===== src/rtl/equation_scheduler.sv =====
// Session controller for the alarm-dismissal equation units: round-robin start,
// per-equation seconds timer with abort, correct-answer streak and score tracking.
module equation_scheduler #(
  parameter int         NUM_EQ     = 3,
  parameter logic [6:0] TIMEOUT    = 7'd60,
  parameter int         WIN_STREAK = 3
) (
  input  logic              Clock,
  input  logic              Reset,
  input  logic              Arm,
  input  logic              Tick,
  input  logic [NUM_EQ-1:0] EqDone,
  input  logic [NUM_EQ-1:0] EqCorrect,
  output logic [NUM_EQ-1:0] EqStart,
  output logic              EqAbort,
  output logic [6:0]        OngoingTimer,
  output logic [1:0]        EqSel,
  output logic [2:0]        Streak,
  output logic [3:0]        Score,
  output logic              Busy,
  output logic              Dismissed
);

  localparam logic [2:0] WIN  = 3'(WIN_STREAK);
  localparam logic [1:0] LAST = 2'(NUM_EQ - 1);

  typedef enum logic [2:0] {
    IDLE,
    START,
    WAIT,
    EVAL,
    ABORT,
    DONE
  } state_t;

  state_t     state_reg, state_next;
  logic [1:0] sel_reg, sel_next;
  logic [6:0] timer_reg, timer_next;
  logic [2:0] streak_reg, streak_next;
  logic [3:0] score_reg, score_next;
  logic       correct_reg, correct_next;
  logic [1:0] sel_adv;

  assign sel_adv = (sel_reg == LAST) ? 2'd0 : sel_reg + 2'd1;

  always_ff @(posedge Clock) begin
    if (Reset) begin
      state_reg   <= IDLE;
      sel_reg     <= 2'd0;
      timer_reg   <= 7'd0;
      streak_reg  <= 3'd0;
      score_reg   <= 4'd0;
      correct_reg <= 1'b0;
    end else begin
      state_reg   <= state_next;
      sel_reg     <= sel_next;
      timer_reg   <= timer_next;
      streak_reg  <= streak_next;
      score_reg   <= score_next;
      correct_reg <= correct_next;
    end
  end

  always_comb begin
    state_next   = state_reg;
    sel_next     = sel_reg;
    timer_next   = timer_reg;
    streak_next  = streak_reg;
    score_next   = score_reg;
    correct_next = correct_reg;
    case (state_reg)
      IDLE: begin
        if (Arm) begin
          state_next  = START;
          streak_next = 3'd0;
          score_next  = 4'd0;
          timer_next  = 7'd0;
        end
      end
      START: state_next = WAIT;
      WAIT: begin
        if (Tick && (timer_reg < TIMEOUT)) timer_next = timer_reg + 7'd1;
        // Abort is decided on the edge that registers the final tick, and only if no answer arrived.
        if (EqDone[sel_reg]) begin
          correct_next = EqCorrect[sel_reg];
          state_next   = EVAL;
        end else if (timer_next == TIMEOUT) begin
          state_next = ABORT;
        end
      end
      EVAL: begin
        if (correct_reg) begin
          streak_next = streak_reg + 3'd1;
          if (score_reg != 4'd15) score_next = score_reg + 4'd1;
          if (streak_reg + 3'd1 == WIN) begin
            state_next = DONE;
          end else begin
            state_next = START;
            sel_next   = sel_adv;
            timer_next = 7'd0;
          end
        end else begin
          streak_next = 3'd0;
          state_next  = START;
          sel_next    = sel_adv;
          timer_next  = 7'd0;
        end
      end
      ABORT: begin
        streak_next = 3'd0;
        state_next  = START;
        sel_next    = sel_adv;
        timer_next  = 7'd0;
      end
      DONE: begin
        if (!Arm) state_next = IDLE;
      end
      default: state_next = IDLE;
    endcase
  end

  for (genvar gi = 0; gi < NUM_EQ; gi++) begin : g_start
    assign EqStart[gi] = (state_reg == START) && (sel_reg == 2'(gi));
  end

  assign EqAbort      = (state_reg == ABORT);
  assign OngoingTimer = timer_reg;
  assign EqSel        = sel_reg;
  assign Streak       = streak_reg;
  assign Score        = score_reg;
  assign Busy         = (state_reg != IDLE) && (state_reg != DONE);
  assign Dismissed    = (state_reg == DONE);

endmodule


===== config.mk =====
export PLATFORM = sky130hd
export DESIGN_NAME = equation_scheduler
export DESIGN_NICKNAME = d
export VERILOG_FILES = /design/src/rtl/equation_scheduler.sv
export SDC_FILE = /design/constraint.sdc
export NUM_CORES = 1
export LEC_CHECK = 0
export CAP_MARGIN = 20
export CORE_AREA = 5 5 58 60
export DETAILED_ROUTE_END_ITERATION = 7
export DIE_AREA = 0 0 63 65
export GPL_ROUTABILITY_DRIVEN = 0
export PLACE_DENSITY = 0.83
export SLEW_MARGIN = 25
export SYNTH_ARGS = -nofsm -noshare
export SYNTH_HDL_FRONTEND = slang
export SYNTH_SLANG_ARGS = --single-unit

===== constraint.sdc =====
create_clock -name Clock -period 1.9 [get_ports Clock]
set_input_delay 0.38 -clock Clock [delete_from_list [all_inputs] [get_ports Clock]]
set_output_delay 0.38 -clock Clock [all_outputs]
set_load 0.03 [all_outputs]

After elaboration in Yosys (flattened, before gate mapping)

Index checks and enable logic that the tools add are counted.

$add $sub $neg: 4
$lt $le $gt $ge: 2
Eq/ne operators: 17
Muxes and demuxes: 28
Reductions and logical operators: 18

Operators with widths:

| cell                                                                          | number |
|---|---|
| 7-bit two-way mux                                                             | 5 |
| 7-bit one-hot mux with 4 select lines                                         | 1 |
| 3-bit two-way mux                                                             | 8 |
| 3-bit one-hot mux with 6 select lines                                         | 1 |
| 4-bit two-way mux                                                             | 3 |
| 3-bit by 2-bit == test with 1-bit output (second input constant)              | 3 |
| 3-bit != test (second input constant)                                         | 3 |
| 3-bit one-hot mux with 3 select lines                                         | 1 |
| 2-bit != test (second input constant)                                         | 4 |
| 4-bit one-hot mux with 2 select lines                                         | 1 |
| 7-bit by 1-bit adder with 7-bit output (second input constant)                | 1 |
| 7-bit by 6-bit == test with 1-bit output (second input constant)              | 1 |
| 7-bit by 6-bit less-than comparator with 1-bit output (second input constant) | 1 |
| 3-bit == test (second input constant)                                         | 2 |
| 2-bit two-way mux                                                             | 3 |
| 2-bit AND reduction                                                           | 3 |
| 3-bit AND reduction                                                           | 2 |
| 3-bit nonzero test                                                            | 2 |
| 1-bit logical AND                                                             | 5 |
| 4-bit by 1-bit adder with 4-bit output (second input constant)                | 1 |
| 1-bit binary-select mux with 2-bit select                                     | 2 |
| 4-bit != test (second input constant)                                         | 1 |
| 2-bit one-hot mux with 2 select lines                                         | 1 |
| 4-bit AND reduction                                                           | 1 |
| other kinds (11)                                                              | 13 |

Register bits after elaboration: 20
Input port bits: 10
Output and inout bits: 22
Logic and storage cells: 75

Longest topological paths before layout

Gate-level depths: netlist (run 1).

Depth in word-level cells: 8
Gate-level depth with buffers: 6
Gate-level depth less buffers: 6

Worst setup path before layout (run 1)

No wires, ideal clock.

Path kind: reg-to-output
Start: reg state_reg[0]
End: out EqStart[2]
Data arrival time: 1578 ps
Required time: 1520 ps
Setup slack: -58 ps
Cell stages (with the launch flop): 5
Buffers on the path: 1
Cells stage by stage: dfxtp_1 -> buf_2 -> nor2b_1 -> nand2b_1 -> nor3b_1

Word-level cells in the longest chain between the ends: 2

Ends and longest elaborated chain:

| item                                     | RTL line | text |
|---|---|---|
| start, declared                          | 36       | `state_t state_reg, state_next;` |
| start signal, assigned                   | 55       | `state_reg <= state_next;` |
| 3-bit by 1-bit == test with 1-bit output | 123      | `assign EqStart[gi] = (state_reg == START) && (sel_reg == 2'(gi));` |
| 1-bit logical AND                        | 123      |  |
| end, declared                            | 14       | `output logic [NUM_EQ-1:0] EqStart,` |

Every way passes these cells.

Worst setup path after layout (run 1)

Start: reg timer_reg[5] (netlist: OngoingTimer[5])
End: out OngoingTimer[5]

RTL lines:

| item                   | RTL line | text |
|---|---|---|
| start, declared        | 38       | `logic [6:0] timer_reg, timer_next;` |
| start signal, assigned | 57       | `timer_reg <= timer_next;` |
| end, declared          | 16       | `output logic [6:0] OngoingTimer,` |

No word-level cell between the ends.

==> results.ini, run 1 <==
[synthesis]
synth_top_family_by_area = simple AND/OR/NAND/NOR gates
post-synth-top-area-fraction_pct = 32.0
synth.net_count = 169
synthDistinctLibCells = 44
synth_area_leader_cell = dfxtp_1
synth_enable_flop_cells = 0
syn-cell-area_um2 = 1250
synth.yosys.seq_area_share_pct = 32.0
ffs_latches_synth = 20
ys_top_cells_by_area = dfxtp_1 (32%), nor2_1 (6.9%), a21oi_1 (6.0%)
multiplexer_share_of_the_synthesized_area_pct = 6.51
synth_cells = 155
syn-mean-instance-area_um2 = 8.06
yosys.area_share.simple_pct = 30.8
asyncSetResetFlopFracSynth_pct = 0
synth-adder-area-share_pct = 4.00
synth_xor_xnor_area_share_pct = 3.50
synth_top_flop_cell = dfxtp_1
synth_compound_area_share_pct = 19.2
synthesis.yosys.warnings = 0

[clock_network]
tritoncts = done
htree_levels = 1
cts-buffers-inserted = 3
cts_hold_repair.buffers = 0
cts_max_path_buffers = 2
worstSkewPairLatency_ns = 0.31
clk_pin_slew_worst_paths_ns = 0.11
ctsRootBufferMaster = clkbuf_4
post_cts_buffers = 0
clock_sinks = 20

[setup_path]
crit_path_top_delay_cell = clkdlybuf4s50_1
crit_required_ns = 1.52
worst-setup-path-type = reg2out
regToRegSetupSlack_ns = 0.12
timing.critical_path.cells = clkdlybuf4s50_1
critical_path.reg2reg.endpoint = OngoingTimer[5]
timing.critical_path.to_type = output port
critical-path-top-delay-family = buffers and inverters
max_stage_delay_ns = 0.70
cp_data_arrival_time_ns = 1.45
r2r_start = state_reg[2]
r2r_cells = 5
timing.critical_path.buf_inv = 1
critical_path.startpoint_type = flop
cp_max_fo = 5

[drt]
via_count = 1292
totalWireLength_um = 3250
route.detailed.drc = 0
initialDrtViolationCount = 83
drt-pass1-iter-count = 6
detail_route.vias_per_cell = 5.77
drt-wirelength-per-cell_um = 14.5
antenna_violating_nets_post_route = 0

[layout]
post_route_cells_drive_above_1_share_pct = 14.7
most_common_library_cell_in_the_layout_ignoring_fill_and_taps = nor2_1
fill_cells = 263
fin_area_um2 = 1690
areaGrowthSynthToFinish_pct = 35.3
regArea_um2 = 403
diodes = 0
multi_input_area_um2 = 831
max_ffs_per_register = 7
design.final.nets = 206
most-common-layout-cells = nor2_1 (23), clkdlybuf4s50_1 (19), dfxtp_1 (18)

[die]
start_util_pct = 43.4
dieWidth_um = 63
die-height_um = 65
std_cell_rows = 20
ios = 32
design.die.area_um2 = 4100
core_region_area_um2 = 2880

[timing]
fmax_mhz = 546
final.setup.worst_slack_ns = 0.0685
max-slew-margin-rel_pct = 71.9
report.final.slew_viol_count = 0
number_of_setup_violations_in_the_final_report = 0
setup_repair_after_global_routing_missed_its_margin = false
tightestPinTransition_ns = 0.420
final_min_period_over_clock_period_pct = 96.4
hold_violations = 0
skew_ns = 0.00686
final.min_clock_period_ns = 1.83

[global_routing]
grt_pass1_vias = 1297
grt_first_pass_wirelength_um = 5310
initial_antenna_violation_count = 0
grt_remaining_overflow = 0
grt_start_max_net_pins = 12
grt_usage_pct = 15.8

[power]
pwr-share-seq_pct = 36.2
comb_power_share_pct = 45.3
ir_worst_vdd_mv = 0.608
power_switching_mw = 0.523
total_leakage_power_nw = 0.703
switching_share_pct = 38.6
clkPwrFrac_pct = 18.6
p_int_mw = 0.832
power_per_cell_area_nw_per_um2 = 801

[flow_run]
cap_viol_max_count = 0

[outcome]
run_status = complete, no violations

[hold_path]
hold_path_end = Streak[2]
worstHoldStart = Streak[2]
min-delay-path-class = reg2reg
number_of_cells_on_the_worst_hold_path = 2

[placed_design]
port-buffer-count = 31
placement.setup.worst_slack_ns = -0.132
place_hpwl_um = 2400
area_after_dpl_um2 = 1630

==> power groups by stage <==
stage	Sequential, mW	Clock [mW]	Combinational (mW)
final	0.490	0.252	0.613
after floorplan	0.495	0	0.401
after global routing	0.494	0.274	0.670
after detailed placement	0.493	0	0.594
after CTS	0.485	0.262	0.588
after global placement	0.492	0	0.581
==> worst max path at each step <==
| stage | cells past startpoint | to | slack [ns] | start |
|---|---|---|---|---|
| floorplan | 4 | EqStart[0] | -0.004 | state_reg[0] |
| global placement | 7 | state_reg[1] | -0.08 | Tick |
| detailed placement | 7 | state_reg[1] | -0.13 | Tick |
| CTS | 5 | EqStart[2] | 0.009 | state_reg[1] |
| global route | 1 | OngoingTimer[1] | 0.02 | OngoingTimer[1] |
| finish | 1 | OngoingTimer[5] | 0.07 | OngoingTimer[5] |
==> cells by family (layout without fill, tap and decap cells) <==
group / count (synthesis) / after routing
compound gates: 36 / 36
buf+inv: 11 / 47
xor+xnor: 5 / 5
flops: 20 / 20
mux: 8 / 8
simple gates: 71 / 71
fa+ha+maj: 4 / 4
==> per-layer routing <==
metal	GRT usage (%)	routed length [µm]	vias up
li1	-	-	632
met1	15.9	1330	611
met2	29.2	1700	36
met3	4.51	121	13
met4	8.22	92	0
met5	0	0	-
==> area by class of cell <==
type / instances / area share, %
inverters: 3 / 0.666
flip-flops and latches: 20 / 23.8
well taps: 33 / 2.44
clock buffers: 4 / 2.14
multi-input cells: 124 / 49.1
repair buffers: 40 / 21.8
==> timing repair <==
item,CTS,global route
endpoints found under the setup margin,8,6
pin swaps,0,0
gates resized for setup,6,8
==> synth_stat cells (3+ instances only) <==
master,n
nand2b_1,6
nor3_1,6
clkbuf_1,3
nand2_1,6
a21oi_1,15
nand3_1,3
dfxtp_1,20
nor2_1,23
nor2b_1,5
o21ai_1,4
ha_1,4
nor3b_1,4
buf_2,3
inv_1,3
mux2i_1,7
xnor2_1,3
==> metrics by stage <==
| step | power [mW] | hold slack [ns] | std cells | util (%) | setup TNS (ns) |
|---|---|---|---|---|---|
| floorplan | 0.896 | 0.512 | 155 | - | -0.00733 |
| global placement | 1.07 | 0.504 | 220 | 56.7 | -0.153 |
| detailed placement | 1.09 | 0.524 | 220 | 56.7 | -0.299 |
| CTS | 1.33 | 0.543 | 224 | 57.8 | 0 |
| global route | 1.44 | 0.579 | 224 | 58.8 | 0 |
| finish | 1.36 | 0.541 | 224 | 58.8 | 0 |
Power figures use the tool's default switching activity.
==> inputs of run 2 (changes only) <==
- MAX_ROUTING_LAYER: not set -> met4
- clock period: 1.9 -> 2.1 ns (I/O delays scaled with it)
==> results.ini, run 2 (synthesized netlist as in run 1, its figures left out) <==
[outcome]
run_status = complete, no violations

[hold_path]
min-delay-path-class = reg2reg

[timing]
tightestPinTransition_ns = 0.653
totalNegativeSetupSlack_ns = 0
setup_repair_after_global_routing_missed_its_margin = false
report.final.slew_viol_count = 0
hold_violations = 0
fmax_mhz = 501
final.min_clock_period_ns = 2.00
max-slew-margin-rel_pct = 56.3
skew_ns = 0.00573
number_of_setup_violations_in_the_final_report = 0
final_min_period_over_clock_period_pct = 95.1
final.hold.worst_slack_ns = 0.547

[layout]
post_route_cells_drive_above_1_share_pct = 10.5
diodes = 0
most-common-layout-cells = clkdlybuf4s50_1 (25), nor2_1 (23), dfxtp_1 (20)
regArea_um2 = 400
max_ffs_per_register = 7
fill_cells = 259
multi_input_area_um2 = 803
finish.cell_count_without_fillers = 223
design.final.nets = 205
areaGrowthSynthToFinish_pct = 32.1
most_common_library_cell_in_the_layout_ignoring_fill_and_taps = clkdlybuf4s50_1

[die]
die-height_um = 65
dieWidth_um = 63
start_util_pct = 43.4
core_region_area_um2 = 2880
ios = 32
design.die.area_um2 = 4100
std_cell_rows = 20

[setup_path]
cp_data_arrival_time_ns = 1.58
timing.critical_path.to_type = output port
timing.critical_path.buf_inv = 1
crit_required_ns = 1.68
critical_path.startpoint_type = flop
max_stage_delay_ns = 0.74
cp_max_fo = 9
worst-setup-path-type = reg2out
timing.critical_path.cells = clkdlybuf4s50_1
critical-path-top-delay-family = buffers and inverters
crit_path_top_delay_cell = clkdlybuf4s50_1

[power]
switching_share_pct = 38.1
ir_worst_vdd_mv = 0.576
p_int_mw = 0.734
total_leakage_power_nw = 0.621
power_switching_mw = 0.452
fin_total_pwr_mw = 1.19
clkPwrFrac_pct = 19.3
comb_power_share_pct = 43.5
pwr-share-seq_pct = 37.3
power_per_cell_area_nw_per_um2 = 718

[drt]
initialDrtViolationCount = 83
route.detailed.drc = 0
via_count = 1254
drt-pass1-iter-count = 4
totalWireLength_um = 3010
drt-wirelength-per-cell_um = 13.5
antenna_violating_nets_post_route = 0
detail_route.vias_per_cell = 5.62

[global_routing]
grt_remaining_overflow = 0
initial_antenna_violation_count = 0
grt_pass1_vias = 1148
grt_start_max_net_pins = 17
grt_first_pass_wirelength_um = 4980
grt_usage_pct = 14.9

[placed_design]
place_hpwl_um = 2310
port-buffer-count = 31
placed_cells = 219

[clock_network]
worstSkewPairLatency_ns = 0.30
clock_sinks = 20
clk_pin_slew_worst_paths_ns = 0.12
ctsRootBufferMaster = clkbuf_4
cts_max_path_buffers = 2
htree_levels = 1
tritoncts = done
cts_hold_repair.buffers = 0
cts-buffers-inserted = 3
post_cts_buffers = 0

[flow_run]
cap_viol_max_count = 0

-- run 2: worst paths after layout --
| kind | start | endpoint | slack, ns | depth (start not counted) |
|---|---|---|---|---|
| max | EqSel[0] | EqSel[0] | 0.10 | 1 |
| max reg2reg | state_reg[1] | OngoingTimer[5] | 0.27 | 6 |
| min reg2reg | OngoingTimer[6] | OngoingTimer[6] | 0.55 | 1 |
| min | OngoingTimer[6] | OngoingTimer[6] | 0.55 | 1 |
-- run 2: power groups by stage --
stage / Clock, mW / Combinational, mW / Sequential (mW)
floorplan: 0 / 0.358 / 0.448
global placement: 0 / 0.511 / 0.446
detailed placement: 0 / 0.522 / 0.449
CTS: 0.238 / 0.512 / 0.440
global route: 0.251 / 0.565 / 0.447
finish: 0.228 / 0.516 / 0.442
-- run 2: through the flow --
step / util (%) / worst slack (ns) / instance area (µm²)
detailed placement: 56.2 / 0.0101 / 1620
CTS: 57.3 / 0.0883 / 1650
floorplan: - / 0.102 / 1250
global route: 57.4 / 0.0171 / 1650
finish: 57.4 / 0.103 / 1650
global placement: 56.2 / 0.0740 / 1620
-- run 2: cell type report --
type	count	share of cell area [%]
Inverter	3	0.682
Clock buffer	4	2.20
Tap cell	33	2.50
Sequential cell	20	24.2
Timing Repair Buffer	39	21.7
Multi-Input combinational cell	124	48.6
-- run 2: per-layer routing --
layer	GRT usage, %	wire (µm)
met4	1.59	10
met1	16.6	1320
met5	-	0
met3	3.29	102
met2	27.8	1570
-- run 2: repair_timing --
action	4_1_cts	5_1_grt
endpoints found under the setup margin	3	2
hold endpoints to repair	0	0
gates resized for setup	3	1
